## src/rtl/rr_mux_pkg.sv

```systemverilog
// Shared defaults and pointer helper for the round-robin registered mux.
package rr_mux_pkg;

  localparam int RR_N_DEF = 8;
  localparam int RR_W_DEF = 8;

  // Mod-n increment of the round-robin pointer.
  function automatic int rr_next(input int ptr, input int n);
    return (ptr >= n - 1) ? 0 : ptr + 1;
  endfunction

endpackage

```

## src/rtl/rr_arbiter.sv

```systemverilog
// Combinational rotating-priority arbiter: first requester at or after ptr wins,
// unless lock pins the grant to lock_idx.
module rr_arbiter #(
  parameter int N = 8
) (
  input  logic [N-1:0]         req,
  input  logic [$clog2(N)-1:0] ptr,
  input  logic                 lock,
  input  logic [$clog2(N)-1:0] lock_idx,
  output logic [N-1:0]         gnt,
  output logic [$clog2(N)-1:0] gnt_idx
);

  localparam int SW = $clog2(N);

  logic          found;
  logic [SW-1:0] idx;

  always_comb begin
    gnt     = '0;
    gnt_idx = '0;
    found   = 1'b0;
    idx     = '0;
    if (lock) begin
      if (req[lock_idx]) begin
        gnt[lock_idx] = 1'b1;
        gnt_idx       = lock_idx;
      end
    end else begin
      for (int k = 0; k < N; k++) begin
        idx = SW'((int'(ptr) + k) % N);
        if (!found && req[idx]) begin
          found    = 1'b1;
          gnt[idx] = 1'b1;
          gnt_idx  = idx;
        end
      end
    end
  end

endmodule

```

## src/rtl/rr_mux_n.sv

```systemverilog
// N-channel registered mux with round-robin arbitration and valid/ready on all sides.
// Define RR_MUX_LOCK_EN to add in_last and hold the grant until a packet's last beat.
module rr_mux_n
  import rr_mux_pkg::*;
#(
  parameter int N = RR_N_DEF,
  parameter int W = RR_W_DEF
) (
  input  logic                 clk,
  input  logic                 rst,
  input  logic [N*W-1:0]       in_data,
  input  logic [N-1:0]         in_valid,
  output logic [N-1:0]         in_ready,
`ifdef RR_MUX_LOCK_EN
  input  logic [N-1:0]         in_last,
`endif
  output logic [W-1:0]         out_data,
  output logic [$clog2(N)-1:0] out_sel,
  output logic                 out_valid,
  input  logic                 out_ready
);

  localparam int SW = $clog2(N);

  logic [SW-1:0] ptr;
  logic [SW-1:0] ptr_next;
  logic [SW-1:0] gnt_idx;
  logic [N-1:0]  gnt;
  logic [W-1:0]  sel_data;
  logic          load;
  logic          accept;
  logic          locked;
  logic [SW-1:0] lock_idx;

  rr_arbiter #(.N(N)) u_arb (
    .req      (in_valid),
    .ptr      (ptr),
    .lock     (locked),
    .lock_idx (lock_idx),
    .gnt      (gnt),
    .gnt_idx  (gnt_idx)
  );

  // Ready is held low during reset so no source believes a beat was taken.
  assign load     = !out_valid || out_ready;
  assign accept   = load && (|gnt) && !rst;
  assign in_ready = accept ? gnt : '0;
  assign ptr_next = SW'(rr_next(int'(gnt_idx), N));

  always_comb begin
    sel_data = '0;
    for (int i = 0; i < N; i++) begin
      if (gnt[i]) sel_data = sel_data | in_data[i*W +: W];
    end
  end

  always_ff @(posedge clk or posedge rst) begin
    if (rst) begin
      out_valid <= 1'b0;
      out_data  <= '0;
      out_sel   <= '0;
      ptr       <= '0;
    end else if (accept) begin
      out_valid <= 1'b1;
      out_data  <= sel_data;
      out_sel   <= gnt_idx;
`ifdef RR_MUX_LOCK_EN
      if (in_last[gnt_idx]) ptr <= ptr_next;
`else
      ptr       <= ptr_next;
`endif
    end else if (out_ready) begin
      out_valid <= 1'b0;
    end
  end

`ifdef RR_MUX_LOCK_EN
  // A non-last beat pins the grant to its channel until that channel sends last.
  always_ff @(posedge clk or posedge rst) begin
    if (rst) begin
      locked   <= 1'b0;
      lock_idx <= '0;
    end else if (accept) begin
      locked   <= !in_last[gnt_idx];
      lock_idx <= gnt_idx;
    end
  end
`else
  assign locked   = 1'b0;
  assign lock_idx = '0;
`endif

endmodule
```

## config.mk

```make
export PLATFORM = sky130hd
export DESIGN_NAME = rr_mux_n
export DESIGN_NICKNAME = d
export VERILOG_FILES = /design/src/rtl/rr_mux_pkg.sv /design/src/rtl/rr_arbiter.sv /design/src/rtl/rr_mux_n.sv
export SDC_FILE = /design/constraint.sdc
export NUM_CORES = 1
export LEC_CHECK = 0
export ABC_AREA = 1
export BUFFER_PORTS_ARGS = -buffer_cell sky130_fd_sc_hd__buf_2
export CORE_MARGIN = 3
export CORE_UTILIZATION = 25
export DETAILED_ROUTE_END_ITERATION = 10
export GPL_TIMING_DRIVEN = 0
export PLACE_DENSITY = 0.42
export SETUP_SLACK_MARGIN = 0.15
export SYNTH_ARGS = -nofsm -noshare
export SYNTH_HDL_FRONTEND = slang
export SYNTH_HIERARCHICAL = 1
export SYNTH_SLANG_ARGS = --single-unit
```

## constraint.sdc

```tcl
create_clock -name clk -period 10.5 [get_ports clk]
set_input_delay 0.525 -clock clk [delete_from_list [all_inputs] [get_ports clk]]
set_output_delay 0.525 -clock clk [all_outputs]
set_load 0.05 [all_outputs]
```

-- Word level (Yosys, flattened, before mapping)
Index checks and enable logic that the tools add are counted.
- bitwise operators: 14
- multiplexer cells: 67
- add/sub/neg operators: 8
- reductions and logical operators: 29
- $lt $le $gt $ge: 17
- operator list (operator ; number):
    $mux W8 ; 17
    $or A8 B8 Y8 ; 14
    $lt A3 B4 Y1 const B ; 8
    $mux W3 ; 9
    $mux W1 ; 25
    $bmux W1 S3 ; 8
    $demux W1 S3 ; 8
    $ge A3 B1 Y1 const B ; 8
    $logic_and A1 B1 Y1 ; 17
    $add A3 B3 Y3 const B ; 4
    $logic_not A1 Y1 ; 9
    $reduce_or A8 Y1 ; 1
    $add A3 B1 Y3 const B ; 2
    $add A3 B2 Y3 const B ; 2
    $ge A3 B3 Y1 const B ; 1
    $reduce_bool A2 Y1 ; 1
    $logic_or A1 B1 Y1 ; 1
- flip-flop bits (word level): 15
- input port bits: 75
- word-level logic and storage cells: 139
- output and inout bits: 20

-- Longest topological paths before layout
Gate-level depths: netlist of run 1.
- depth after elaboration: 39
- gate-level depth with buffers: 25
- mapped depth without buffers: 23

-- Hierarchy
The synthesis of run 1 kept the hierarchy.
- modules (own cells, without submodules) (module ; area each (sq um) ; seq. area each (sq um) ; cells an instance ; times used):
    rr_arbiter ; 1672.9 ; 0.0 ; 348 ; 1
    rr_mux_n ; 1363.8 ; 375.4 ; 227 ; 1

-- Least setup slack after synthesis of run 1
Ideal clock, no wire load.
- path type: register to output
- from: register ptr[0]
- to: output port in_ready[0]
- data required time: 9975 ps
- cell stages (with the launch flop): 23
- slack: 6311 ps
- data arrival time: 3664 ps
- cells stage by stage: dfrtp_1 > inv_2 > buf_6 > clkbuf_1 > ha_1 > inv_2 > nand3_1 > nand3_2 > nand2_2 > nor2_8 > nand4_4 > nor2_4 > buf_2 > nand3_1 > nand3_1 > nand2_1 > nand2_1 > buf_2 > nor2_4 > nand2_2 > o21ai_4 > buf_6 > nor2_1
- cells in the longest elaborated chain, start to end: 28
- RTL lines (what ; RTL line ; text):
    start, declared ; rr_mux_n.sv:25 ; logic [SW-1:0] ptr;
    start signal, assigned ; rr_mux_n.sv:70 ; ptr <= ptr_next;
    parallel branches: the longest is 23 deep, another holds $lt A3 B4 Y1 ; - ;
    $mux W8 * ; rr_arbiter.sv:32 ; if (!found && req[idx]) begin
    net gnt[7] ; rr_mux_n.sv:28 ; logic [N-1:0] gnt;
    $reduce_or A8 Y1 * ; rr_mux_n.sv:46 ; assign accept = load && (|gnt) && !rst;
    $logic_and A1 B1 Y1 * (2 in a row) ; rr_mux_n.sv:46 ;
    $mux W8 * ; rr_mux_n.sv:47 ; assign in_ready = accept ? gnt : '0;
    end, declared ; rr_mux_n.sv:13 ; output logic [N-1:0] in_ready,
Mark *: on every way through the listed nets, which the timed path passes. The select of a mux whose other input is x is not followed.

-- Final worst setup path of run 1
- from: register ptr[0]
- to: output port in_ready[6]
The elaborated chain is that of the path after synthesis.

==> impl_metrics.xml, run 1 <==
<?xml version="1.0" encoding="UTF-8"?>
<metrics>
  <group name="min_path">
    <metric name="worst_hold_check_path_type" unit="">in -&gt; async</metric>
  </group>
  <group name="yosys">
    <metric name="yosys.cell_types.count" unit="">31</metric>
    <metric name="ys_seq_elements" unit="">15</metric>
    <metric name="ys_warn_count" unit="">6</metric>
    <metric name="yosysMostFrequentCell" unit="">nand2_1</metric>
    <metric name="synth_top_cells_by_area" unit="">nand2_1, nand3_1, dfrtp_1</metric>
    <metric name="synth_top_cell_by_area" unit="">nand2_1</metric>
    <metric name="synthesis.area" unit="mm2">0.00304</metric>
    <metric name="synth_top_area_share" unit="%">29.4</metric>
    <metric name="syn_area_cell" unit="um2">5.28</metric>
    <metric name="synthTopCellsByCount" unit="">nand2_1, nand3_1, nor2_1</metric>
    <metric name="synth-seq-area-share" unit="%">12.4</metric>
    <metric name="ys_dominant_reg_cell" unit="">dfrtp_1</metric>
    <metric name="synth-edff-count" unit="">0</metric>
    <metric name="postSynth.asyncResetShare" unit="%">100</metric>
    <metric name="syn-instance-count" unit="">575</metric>
  </group>
  <group name="worst_setup_path">
    <metric name="crit_type" unit="">reg -&gt; out</metric>
    <metric name="reg2reg_depth" unit="">24</metric>
    <metric name="critPathRequiredTime" unit="ns">9.98</metric>
    <metric name="end_kind" unit="">output port</metric>
    <metric name="setup.reg_to_reg.worst_slack" unit="ns">6.23</metric>
    <metric name="critical_path_peak_fanout" unit="">10</metric>
    <metric name="crit-reg2reg-launch" unit="">ptr[0]</metric>
    <metric name="startpoint" unit="">ptr[0]</metric>
    <metric name="worstPathArrival" unit="ns">4.59</metric>
    <metric name="worst_r2r_endpoint" unit="">out_data[4]</metric>
    <metric name="worstSetupStartpointType" unit="">flip-flop</metric>
    <metric name="worstSetupEndpoint" unit="">in_ready[6]</metric>
  </group>
  <group name="finish">
    <metric name="diodes" unit="">0</metric>
    <metric name="area_added_between_synthesis_and_finish" unit="%">25.8</metric>
    <metric name="final-instance-count-excl-fill" unit="">831</metric>
    <metric name="fin_util" unit="%">32.8</metric>
    <metric name="total_number_of_nets_in_the_final_design" unit="">772</metric>
    <metric name="layout-drive-gt1-share" unit="%">22.5</metric>
    <metric name="final_cell_area" unit="mm2">0.00382</metric>
  </group>
  <group name="cts">
    <metric name="cts_tree" unit="">done</metric>
    <metric name="count_of_clock_tree_sinks" unit="">15</metric>
    <metric name="postCtsResizedCells" unit="">0</metric>
    <metric name="clock_latency_at_the_later_pin_of_the_worst_skew_pair" unit="ns">0.24</metric>
    <metric name="cts_htree_levels" unit="">1</metric>
    <metric name="clockRootBuffer" unit="">clkbuf_16</metric>
    <metric name="ctsHoldBuffers" unit="">0</metric>
    <metric name="cts_inserted_buffers" unit="">3</metric>
    <metric name="cts_post_setup_buffers_inserted" unit="">0</metric>
    <metric name="clock_path_buffers" unit="">2</metric>
    <metric name="path_clk_slew" unit="ns">0.05</metric>
  </group>
  <group name="job">
    <metric name="max_cap_check_violation_count" unit="">0</metric>
  </group>
  <group name="timing">
    <metric name="final.hold.worst_slack" unit="ns">0.341</metric>
    <metric name="final_hold_viol_count" unit="">0</metric>
    <metric name="timing_max_transition_violations_final" unit="">0</metric>
    <metric name="worstMarginPinSlew" unit="ns">0.818</metric>
    <metric name="report.final.setup_viol" unit="">0</metric>
    <metric name="finalCritPeriodShare" unit="%">48.7</metric>
    <metric name="totalNegativeSetupSlack" unit="ns">0</metric>
    <metric name="period_minus_slack" unit="ns">5.12</metric>
    <metric name="timing.max_slew.rel_slack" unit="%">45.3</metric>
    <metric name="fmaxAchievable" unit="GHz">0.195</metric>
    <metric name="rsz0062_at_grt" unit="">false</metric>
    <metric name="finalClockSkew" unit="ns">0.00123</metric>
    <metric name="final.setup.worst_slack" unit="ns">5.38</metric>
  </group>
  <group name="global_routing">
    <metric name="grt_first_pass_wirelength" unit="um">19600</metric>
    <metric name="vias_in_the_first_global_route" unit="">3835</metric>
    <metric name="track_usage" unit="%">18.5</metric>
    <metric name="grt_max_degree" unit="">17</metric>
    <metric name="antenna_violations_before_repair" unit="">0</metric>
    <metric name="overflow" unit="">0</metric>
  </group>
  <group name="die">
    <metric name="design.portCount" unit="">95</metric>
    <metric name="floorplan.die.height" unit="um">116</metric>
    <metric name="initial_utilization" unit="%">26.0</metric>
    <metric name="core_area" unit="mm2">0.0117</metric>
    <metric name="die-width" unit="um">116</metric>
    <metric name="fp.dieArea" unit="mm2">0.0135</metric>
    <metric name="placementRows" unit="">39</metric>
  </group>
  <group name="detailed_routing">
    <metric name="routed.top_layer" unit="">met4</metric>
    <metric name="drc" unit="">0</metric>
    <metric name="met3_length" unit="um">647</metric>
    <metric name="dr_total_vias" unit="">3835</metric>
    <metric name="firstDrtPassIters" unit="">4</metric>
    <metric name="dr.first_iter.drc_count" unit="">247</metric>
    <metric name="routed_wl" unit="um">12200</metric>
    <metric name="detailroute.wirelength.met2" unit="um">5860</metric>
    <metric name="routedLengthMet1" unit="um">5510</metric>
    <metric name="detail-route-antenna-nets" unit="">0</metric>
    <metric name="viasPerCell" unit="">4.61</metric>
    <metric name="detailed_route_wire_length_per_cell" unit="um">14.7</metric>
  </group>
  <group name="placement">
    <metric name="dp_hpwl" unit="um">9960</metric>
    <metric name="port_buffers" unit="">94</metric>
    <metric name="placedInstanceArea" unit="mm2">0.00374</metric>
    <metric name="setup_slack_after_placement" unit="ns">5.63</metric>
    <metric name="routabilityCongestion" unit="">0.898</metric>
    <metric name="placed_cells_incl_taps" unit="">827</metric>
  </group>
  <group name="power">
    <metric name="fin_total_pwr" unit="mW">1.40</metric>
    <metric name="worst_ir_drop_vdd" unit="uV">110</metric>
    <metric name="cellPowerDensity" unit="mW/mm2">367</metric>
    <metric name="cellLeakagePower" unit="nW">2.19</metric>
  </group>
  <group name="outcome">
    <metric name="run_status" unit="">finished clean</metric>
  </group>
</metrics>
-- cell families (layout without fill, tap and decap cells) --
| kind of cell | count (synthesis) | in the layout | share of synthesized area [%] |
|---|---|---|---|
| other | 1 | 16 | 0.123 |
| buffers and inverters | 74 | 172 | 12.1 |
| flip-flops | 15 | 15 | 12.4 |
| AO/OA/AOI/OAI | 18 | 18 | 3.87 |
| adder cells (fa/ha/maj) | 8 | 8 | 3.30 |
| AND/OR/NAND/NOR | 459 | 459 | 68.3 |
-- worst min path at each step --
stage	start	to	slack [ns]	cells after the start
6_report	rst	out_sel[0]	0.34	2
5_1_grt	rst	out_sel[0]	0.41	2
4_1_cts	rst	out_sel[2]	0.37	2
3_5_place_dp	out_data[1]	out_data[1]	0.47	2
3_3_place_gp	out_sel[0]	out_sel[0]	0.47	2
2_1_floorplan	rst	out_data[0]	0.43	1
-- final cells by class --
type / count / area (um2)
fill: 1350 / 7840
inverter: 51 / 191
multi-input combinational: 501 / 2350
tap: 143 / 179
timing repair buffer: 94 / 470
clock buffer: 4 / 78.8
buffer: 23 / 175
sequential: 15 / 375
-- state kept, by name, summed over array words and instances (netlist names) --
signal and count:
out_data 8, out_sel 3, out_valid 1, ptr 3
-- layout by cell type, fill, tap and decap left out, types with 2 or more instances in the layout --
cell type,count
inv_1,43
nand2_2,19
o21ai_1,4
nand3_1,77
o21bai_1,2
o21ai_0,5
nand4_1,16
clkbuf_1,9
o21a_1,2
nor2_1,69
nand3_2,4
buf_2,96
inv_2,7
ha_1,8
clkbuf_16,3
o22ai_1,2
nor2_4,4
nor2_8,3
nand2_1,238
dfrtp_1,15
nor2_2,3
buf_6,8
buf_4,4
nor3_1,24
conb_1,16
-- power breakdown --
group	switching, mW	internal (mW)	total [mW]
Sequential	0.0285	0.0833	0.112
Clock	0.0211	0.0512	0.0724
Combinational	0.870	0.348	1.22
Total	0.920	0.482	1.40
-- layer usage --
layer	track usage, %	vias up
li1	-	2042
met5	0	-
met3	2.64	14
met4	3.94	0
met2	32.5	123
met1	24.1	1656
-- worst max-delay path: stages (launching register included) --
cell and delay, ns:
dfrtp_1 0.47, inv_2 0.13, buf_6 0.15, clkbuf_1 0.44, ha_1 0.28, inv_1 0.05
nand2_1 0.06, nand2_2 0.15, inv_1 0.24, nor2_1 0.09, nor2_2 0.21, nand4_4 0.27
nor2_4 0.16, buf_2 0.26, nand3_1 0.11, nand3_1 0.15, nand2_1 0.09, nand2_1 0.06
buf_2 0.22, nor2_4 0.06, nand2_2 0.09, o21ai_4 0.09, buf_6 0.17, nor2_1 0.08
buf_2 0.27
(Power assumes the default switching activity.)
==> run 2: changes to the inputs <==
PLACE_DENSITY = 0.44   (was 0.42)
clock period = 4.7 ns   (was 10.5 ns; I/O delays follow)
==> impl_metrics.xml, run 2 (synthesized netlist as in run 1, its figures left out) <==
<?xml version="1.0" encoding="UTF-8"?>
<metrics>
  <group name="die">
    <metric name="core_area" unit="mm2">0.0117</metric>
    <metric name="die-width" unit="um">116</metric>
    <metric name="fp.dieArea" unit="mm2">0.0135</metric>
    <metric name="placementRows" unit="">39</metric>
    <metric name="design.portCount" unit="">95</metric>
    <metric name="initial_utilization" unit="%">26.0</metric>
    <metric name="floorplan.die.height" unit="um">116</metric>
  </group>
  <group name="cts">
    <metric name="count_of_clock_tree_sinks" unit="">15</metric>
    <metric name="path_clk_slew" unit="ns">0.05</metric>
    <metric name="clockRootBuffer" unit="">clkbuf_16</metric>
    <metric name="cts_htree_levels" unit="">1</metric>
    <metric name="ctsHoldBuffers" unit="">0</metric>
    <metric name="clock_path_buffers" unit="">2</metric>
    <metric name="cts_inserted_buffers" unit="">3</metric>
    <metric name="cts_tree" unit="">done</metric>
    <metric name="clock_latency_at_the_later_pin_of_the_worst_skew_pair" unit="ns">0.24</metric>
  </group>
  <group name="detailed_routing">
    <metric name="routed.top_layer" unit="">met4</metric>
    <metric name="viasPerCell" unit="">4.74</metric>
    <metric name="routedLengthMet1" unit="um">5440</metric>
    <metric name="detail-route-antenna-nets" unit="">0</metric>
    <metric name="firstDrtPassIters" unit="">5</metric>
    <metric name="drc" unit="">0</metric>
    <metric name="detailed_route_wire_length_per_cell" unit="um">14.0</metric>
    <metric name="detailroute.wirelength.met2" unit="um">5490</metric>
    <metric name="dr.first_iter.drc_count" unit="">236</metric>
    <metric name="routed_wl" unit="um">11700</metric>
    <metric name="dr_total_vias" unit="">3944</metric>
    <metric name="met3_length" unit="um">712</metric>
  </group>
  <group name="placement">
    <metric name="placed_cells_incl_taps" unit="">827</metric>
    <metric name="dp_hpwl" unit="um">9420</metric>
    <metric name="port_buffers" unit="">94</metric>
    <metric name="placedInstanceArea" unit="mm2">0.00374</metric>
    <metric name="routabilityCongestion" unit="">0.882</metric>
  </group>
  <group name="finish">
    <metric name="total_number_of_nets_in_the_final_design" unit="">773</metric>
    <metric name="n_fill_cell" unit="">1354</metric>
    <metric name="mostFrequentLayoutCell" unit="">nand2_1</metric>
    <metric name="diodes" unit="">0</metric>
    <metric name="area_added_between_synthesis_and_finish" unit="%">27.1</metric>
    <metric name="seq_area" unit="um2">378</metric>
    <metric name="largest_reg_flops" unit="">8</metric>
    <metric name="fin_util" unit="%">33.1</metric>
    <metric name="layout-drive-gt1-share" unit="%">23.4</metric>
    <metric name="layout_common_cells" unit="">nand2_1, buf_2, nand3_1, nor2_1, inv_1</metric>
    <metric name="final-instance-count-excl-fill" unit="">832</metric>
    <metric name="top_register" unit="">out_data</metric>
    <metric name="multi_input_comb_area" unit="mm2">0.00235</metric>
    <metric name="final_cell_area" unit="mm2">0.00386</metric>
    <metric name="reg_top3" unit="">out_data x8, out_sel x3, ptr x3</metric>
  </group>
  <group name="global_routing">
    <metric name="vias_in_the_first_global_route" unit="">3885</metric>
    <metric name="grt_first_pass_wirelength" unit="um">19200</metric>
    <metric name="overflow" unit="">0</metric>
    <metric name="track_usage" unit="%">17.5</metric>
    <metric name="grt_max_degree" unit="">20</metric>
    <metric name="antenna_violations_before_repair" unit="">0</metric>
  </group>
  <group name="timing">
    <metric name="finalCritPeriodShare" unit="%">89.5</metric>
    <metric name="rsz0062_at_grt" unit="">false</metric>
    <metric name="final.hold.worst_slack" unit="ns">0.0560</metric>
    <metric name="report.final.setup_viol" unit="">0</metric>
    <metric name="fmaxAchievable" unit="GHz">0.238</metric>
    <metric name="period_minus_slack" unit="ns">4.21</metric>
    <metric name="final_hold_viol_count" unit="">0</metric>
    <metric name="worstMarginPinSlew" unit="ns">0.598</metric>
    <metric name="totalNegativeSetupSlack" unit="ns">0</metric>
    <metric name="timing_max_transition_violations_final" unit="">0</metric>
    <metric name="timing.max_slew.rel_slack" unit="%">60.1</metric>
    <metric name="finalClockSkew" unit="ns">0.00141</metric>
  </group>
  <group name="worst_setup_path">
    <metric name="critical_path_peak_fanout" unit="">19</metric>
    <metric name="crit-reg2reg-launch" unit="">ptr[0]</metric>
    <metric name="critPathRequiredTime" unit="ns">4.47</metric>
    <metric name="end_kind" unit="">output port</metric>
    <metric name="worst_r2r_endpoint" unit="">ptr[1]</metric>
    <metric name="worstSetupStartpointType" unit="">flip-flop</metric>
    <metric name="reg2reg_depth" unit="">23</metric>
    <metric name="setup.reg_to_reg.worst_slack" unit="ns">1.05</metric>
    <metric name="crit_type" unit="">reg -&gt; out</metric>
    <metric name="worstPathArrival" unit="ns">3.97</metric>
  </group>
  <group name="power">
    <metric name="cellPowerDensity" unit="mW/mm2">816</metric>
    <metric name="worst_ir_drop_vdd" unit="uV">232</metric>
    <metric name="cellLeakagePower" unit="nW">2.19</metric>
  </group>
  <group name="outcome">
    <metric name="run_status" unit="">finished clean</metric>
  </group>
  <group name="min_path">
    <metric name="worst_hold_check_path_type" unit="">in -&gt; async</metric>
  </group>
  <group name="job">
    <metric name="max_cap_check_violation_count" unit="">0</metric>
  </group>
</metrics>
## run 2: final cells by class
| type | count | share of cell area (%) |
|---|---|---|
| multi-input combinational | 501 | 61.0 |
| sequential | 15 | 9.79 |
| timing repair buffer | 96 | 13.0 |
| clock buffer | 4 | 2.04 |
| buffer | 22 | 4.44 |
| inverter | 51 | 5.12 |
| tap | 143 | 4.64 |
## run 2: per-stage QoR
| stage | setup slack (ns) | power [mW] |
|---|---|---|
| after floorplan | 0.801 | 2.24 |
| after CTS | 0.221 | 3.11 |
| after global routing | 0.176 | 3.49 |
| after global placement | 0.152 | 2.95 |
| final | 0.492 | 3.15 |
| after detailed placement | 0.210 | 2.94 |
## run 2: what timing repair did
item,4_1_cts,5_1_grt
setup endpoints to repair,8,8
gates resized for setup,0,11
endpoints found under the hold margin,0,0
pin swaps,0,1
buffers inserted,0,2
## run 2: routing by layer
metal	global-route usage (%)	vias up
met4	2.86	0
li1	-	2043
met2	29.3	140
met3	1.55	10
met5	0	-
met1	24.9	1751
## run 2: worst max-delay path: stages (launching register included)
cell and delay, ns:
dfrtp_2 0.44, inv_2 0.08, buf_6 0.17, ha_1 0.41, inv_2 0.09, nand3_1 0.15, nand2_1 0.07, nand2_1 0.06
nand2_1 0.15, nand3_1 0.40, nor2_1 0.08, nor2_1 0.10, nand3_1 0.09, nor2_1 0.11, nand3_1 0.14, nand2_1 0.12
nand2_1 0.06, buf_6 0.15, nor2_8 0.12, nand2_4 0.06, o21ai_4 0.23, buf_6 0.18, nor2_1 0.05, clkbuf_4 0.20
## run 2: power by group
| part | internal (mW) | switching, mW | leakage (nW) | total (mW) |
|---|---|---|---|---|
| combinational | 0.792 | 1.94 | 1.96 | 2.74 |
| clock | 0.115 | 0.0483 | 0.0382 | 0.163 |
| sequential | 0.188 | 0.0629 | 0.191 | 0.251 |
| total | 1.09 | 2.06 | 2.19 | 3.15 |
## run 2: how the worst max path moves through the flow
stage,startpoint,cells after the start,endpoint
2_1_floorplan,ptr[0],22,in_ready[0]
3_3_place_gp,ptr[0],24,in_ready[0]
3_5_place_dp,ptr[0],24,in_ready[1]
4_1_cts,ptr[1],21,in_ready[1]
5_1_grt,ptr[0],23,in_ready[6]
6_report,ptr[0],23,in_ready[1]
==> run 3: changes to the inputs <==
GPL_TIMING_DRIVEN = default   (was 0)
==> impl_metrics.xml, run 3 (synthesized netlist as in run 1, its figures left out) <==
<?xml version="1.0" encoding="UTF-8"?>
<metrics>
  <group name="timing">
    <metric name="final.setup.worst_slack" unit="ns">0.579</metric>
    <metric name="final_hold_viol_count" unit="">0</metric>
    <metric name="rsz0062_at_grt" unit="">false</metric>
    <metric name="final.hold.worst_slack" unit="ns">0.0533</metric>
    <metric name="report.final.setup_viol" unit="">0</metric>
    <metric name="timing_max_transition_violations_final" unit="">0</metric>
    <metric name="fmaxAchievable" unit="GHz">0.243</metric>
    <metric name="period_minus_slack" unit="ns">4.12</metric>
    <metric name="finalClockSkew" unit="ns">0.00177</metric>
    <metric name="finalCritPeriodShare" unit="%">87.7</metric>
    <metric name="timing.max_slew.rel_slack" unit="%">61.5</metric>
    <metric name="totalNegativeSetupSlack" unit="ns">0</metric>
    <metric name="worstMarginPinSlew" unit="ns">0.576</metric>
  </group>
  <group name="global_routing">
    <metric name="track_usage" unit="%">16.6</metric>
    <metric name="overflow" unit="">0</metric>
    <metric name="vias_in_the_first_global_route" unit="">3637</metric>
    <metric name="grt_max_degree" unit="">24</metric>
    <metric name="grt_first_pass_wirelength" unit="um">18000</metric>
    <metric name="antenna_violations_before_repair" unit="">0</metric>
  </group>
  <group name="worst_setup_path">
    <metric name="worstPathCellList" unit="">inv_2 &gt; ha_1 &gt; inv_2 &gt; nand3_1 &gt; nand3_1 &gt; nand2_2 &gt; nor2_8 &gt; nand4_4 &gt; nor2_4 &gt; buf_4 &gt; nand3_1 &gt; nand3_1 &gt; nand2_1 &gt; nand2_1 &gt; nor2_8 &gt; nand2_4 &gt; o21ai_4 &gt; nor2_1 &gt; buf_2</metric>
    <metric name="crit_type" unit="">reg -&gt; out</metric>
    <metric name="critPathRequiredTime" unit="ns">4.47</metric>
    <metric name="critical_path.max_stage_delay" unit="ns">0.50</metric>
    <metric name="timing.critical_path.max_delay_family" unit="">simple AND/OR/NAND/NOR gates</metric>
    <metric name="critical_path_peak_fanout" unit="">14</metric>
    <metric name="cpMaxStageDelayCell" unit="">dfrtp_2</metric>
    <metric name="path_buf_inv" unit="">4</metric>
    <metric name="critPathMostFrequentCell" unit="">nand3_1</metric>
    <metric name="worstSetupStartpointType" unit="">flip-flop</metric>
    <metric name="worstPathArrival" unit="ns">3.89</metric>
    <metric name="end_kind" unit="">output port</metric>
  </group>
  <group name="cts">
    <metric name="cts_tree" unit="">done</metric>
    <metric name="path_clk_slew" unit="ns">0.05</metric>
    <metric name="clock_path_buffers" unit="">2</metric>
    <metric name="clock_latency_at_the_later_pin_of_the_worst_skew_pair" unit="ns">0.24</metric>
    <metric name="cts_htree_levels" unit="">1</metric>
    <metric name="clockRootBuffer" unit="">clkbuf_16</metric>
    <metric name="ctsHoldBuffers" unit="">0</metric>
    <metric name="cts_inserted_buffers" unit="">3</metric>
    <metric name="count_of_clock_tree_sinks" unit="">15</metric>
  </group>
  <group name="finish">
    <metric name="fin_util" unit="%">32.6</metric>
    <metric name="area_added_between_synthesis_and_finish" unit="%">25.1</metric>
    <metric name="total_number_of_nets_in_the_final_design" unit="">766</metric>
    <metric name="diodes" unit="">0</metric>
    <metric name="layout_common_cells" unit="">nand2_1, buf_2, nand3_1, nor2_1, inv_1</metric>
    <metric name="largest_reg_flops" unit="">8</metric>
    <metric name="mostFrequentLayoutCell" unit="">nand2_1</metric>
    <metric name="final_cell_area" unit="mm2">0.00380</metric>
    <metric name="n_fill_cell" unit="">1336</metric>
    <metric name="top_register" unit="">out_data</metric>
    <metric name="final-instance-count-excl-fill" unit="">825</metric>
    <metric name="layout-drive-gt1-share" unit="%">23.5</metric>
    <metric name="reg_top3" unit="">out_data x8, out_sel x3, ptr x3</metric>
  </group>
  <group name="placement">
    <metric name="dp_hpwl" unit="um">9350</metric>
    <metric name="port_buffers" unit="">94</metric>
    <metric name="placedInstanceArea" unit="mm2">0.00367</metric>
    <metric name="setup_slack_after_placement" unit="ns">0.594</metric>
    <metric name="routabilityCongestion" unit="">0.930</metric>
    <metric name="placed_cells_incl_taps" unit="">818</metric>
  </group>
  <group name="die">
    <metric name="design.portCount" unit="">95</metric>
    <metric name="core_area" unit="mm2">0.0117</metric>
    <metric name="initial_utilization" unit="%">26.0</metric>
    <metric name="die-width" unit="um">116</metric>
    <metric name="placementRows" unit="">39</metric>
    <metric name="floorplan.die.height" unit="um">116</metric>
    <metric name="fp.dieArea" unit="mm2">0.0135</metric>
  </group>
  <group name="detailed_routing">
    <metric name="firstDrtPassIters" unit="">5</metric>
    <metric name="detail-route-antenna-nets" unit="">0</metric>
    <metric name="detailroute.wirelength.met2" unit="um">5440</metric>
    <metric name="detailed_route_wire_length_per_cell" unit="um">13.8</metric>
    <metric name="dr_total_vias" unit="">3905</metric>
    <metric name="routed.top_layer" unit="">met4</metric>
    <metric name="met3_length" unit="um">723</metric>
    <metric name="routed_wl" unit="um">11400</metric>
    <metric name="viasPerCell" unit="">4.73</metric>
    <metric name="routedLengthMet1" unit="um">5080</metric>
    <metric name="drc" unit="">0</metric>
    <metric name="dr.first_iter.drc_count" unit="">333</metric>
  </group>
  <group name="outcome">
    <metric name="run_status" unit="">finished clean</metric>
  </group>
  <group name="job">
    <metric name="max_cap_check_violation_count" unit="">0</metric>
  </group>
  <group name="power">
    <metric name="worst_ir_drop_vdd" unit="uV">252</metric>
    <metric name="fin_total_pwr" unit="mW">3.07</metric>
    <metric name="cellPowerDensity" unit="mW/mm2">809</metric>
    <metric name="cellLeakagePower" unit="nW">2.18</metric>
  </group>
  <group name="min_path">
    <metric name="worst_hold_check_path_type" unit="">in -&gt; async</metric>
  </group>
</metrics>
-- run 3: cell types whose count changed in the layout (fill, tap and decap cells not counted), sizes merged --
| cell | before | now |
|---|---|---|
| clkbuf | 17 | 4 |
| inv | 49 | 50 |
| clkinvlp | 1 | 0 |
| buf | 105 | 111 |
-- run 3: layout make-up --
type                            count  area, um2  share of cell area [%]
Multi-Input combinational cell    501       2360                    62.1
Sequential cell                    15        377                    9.92
Clock buffer                        4       78.8                    2.08
Tap cell                          143        179                    4.71
Inverter                           51        194                    5.11
Timing Repair Buffer              111        611                    16.1
-- run 3: metal layers --
| metal | up-vias | global-route usage (%) |
|---|---|---|
| li1 | 2021 | - |
| met1 | 1711 | 22.8 |
| met2 | 154 | 28.3 |
| met3 | 19 | 1.97 |
| met4 | 0 | 2.63 |
| met5 | - | 0 |
-- run 3: worst paths after layout --
kind	start	endpoint	slack (ns)	depth (start not counted)
setup / recovery	ptr[1]	in_ready[0]	0.58	19
hold / removal	rst	out_data[0]	0.05	2
min in group clk	out_ready	out_valid	0.27	4
setup reg to reg	ptr[1]	ptr[2]	0.87	21
max in group asynchronous	rst	ptr[1]	4.24	2
hold reg to reg	out_sel[0]	out_sel[0]	0.48	2
-- run 3: what timing repair did --
item,4_1_cts,5_1_grt
setup endpoints to repair,0,23
gates resized for setup,0,5
setup buffers,0,3
-- run 3: where the power goes --
group          total [mW]  internal [mW]  switching, mW
Clock               0.158          0.114         0.0442
Combinational        2.67          0.766           1.91
Sequential          0.242          0.187         0.0543
Total                3.07           1.07           2.00
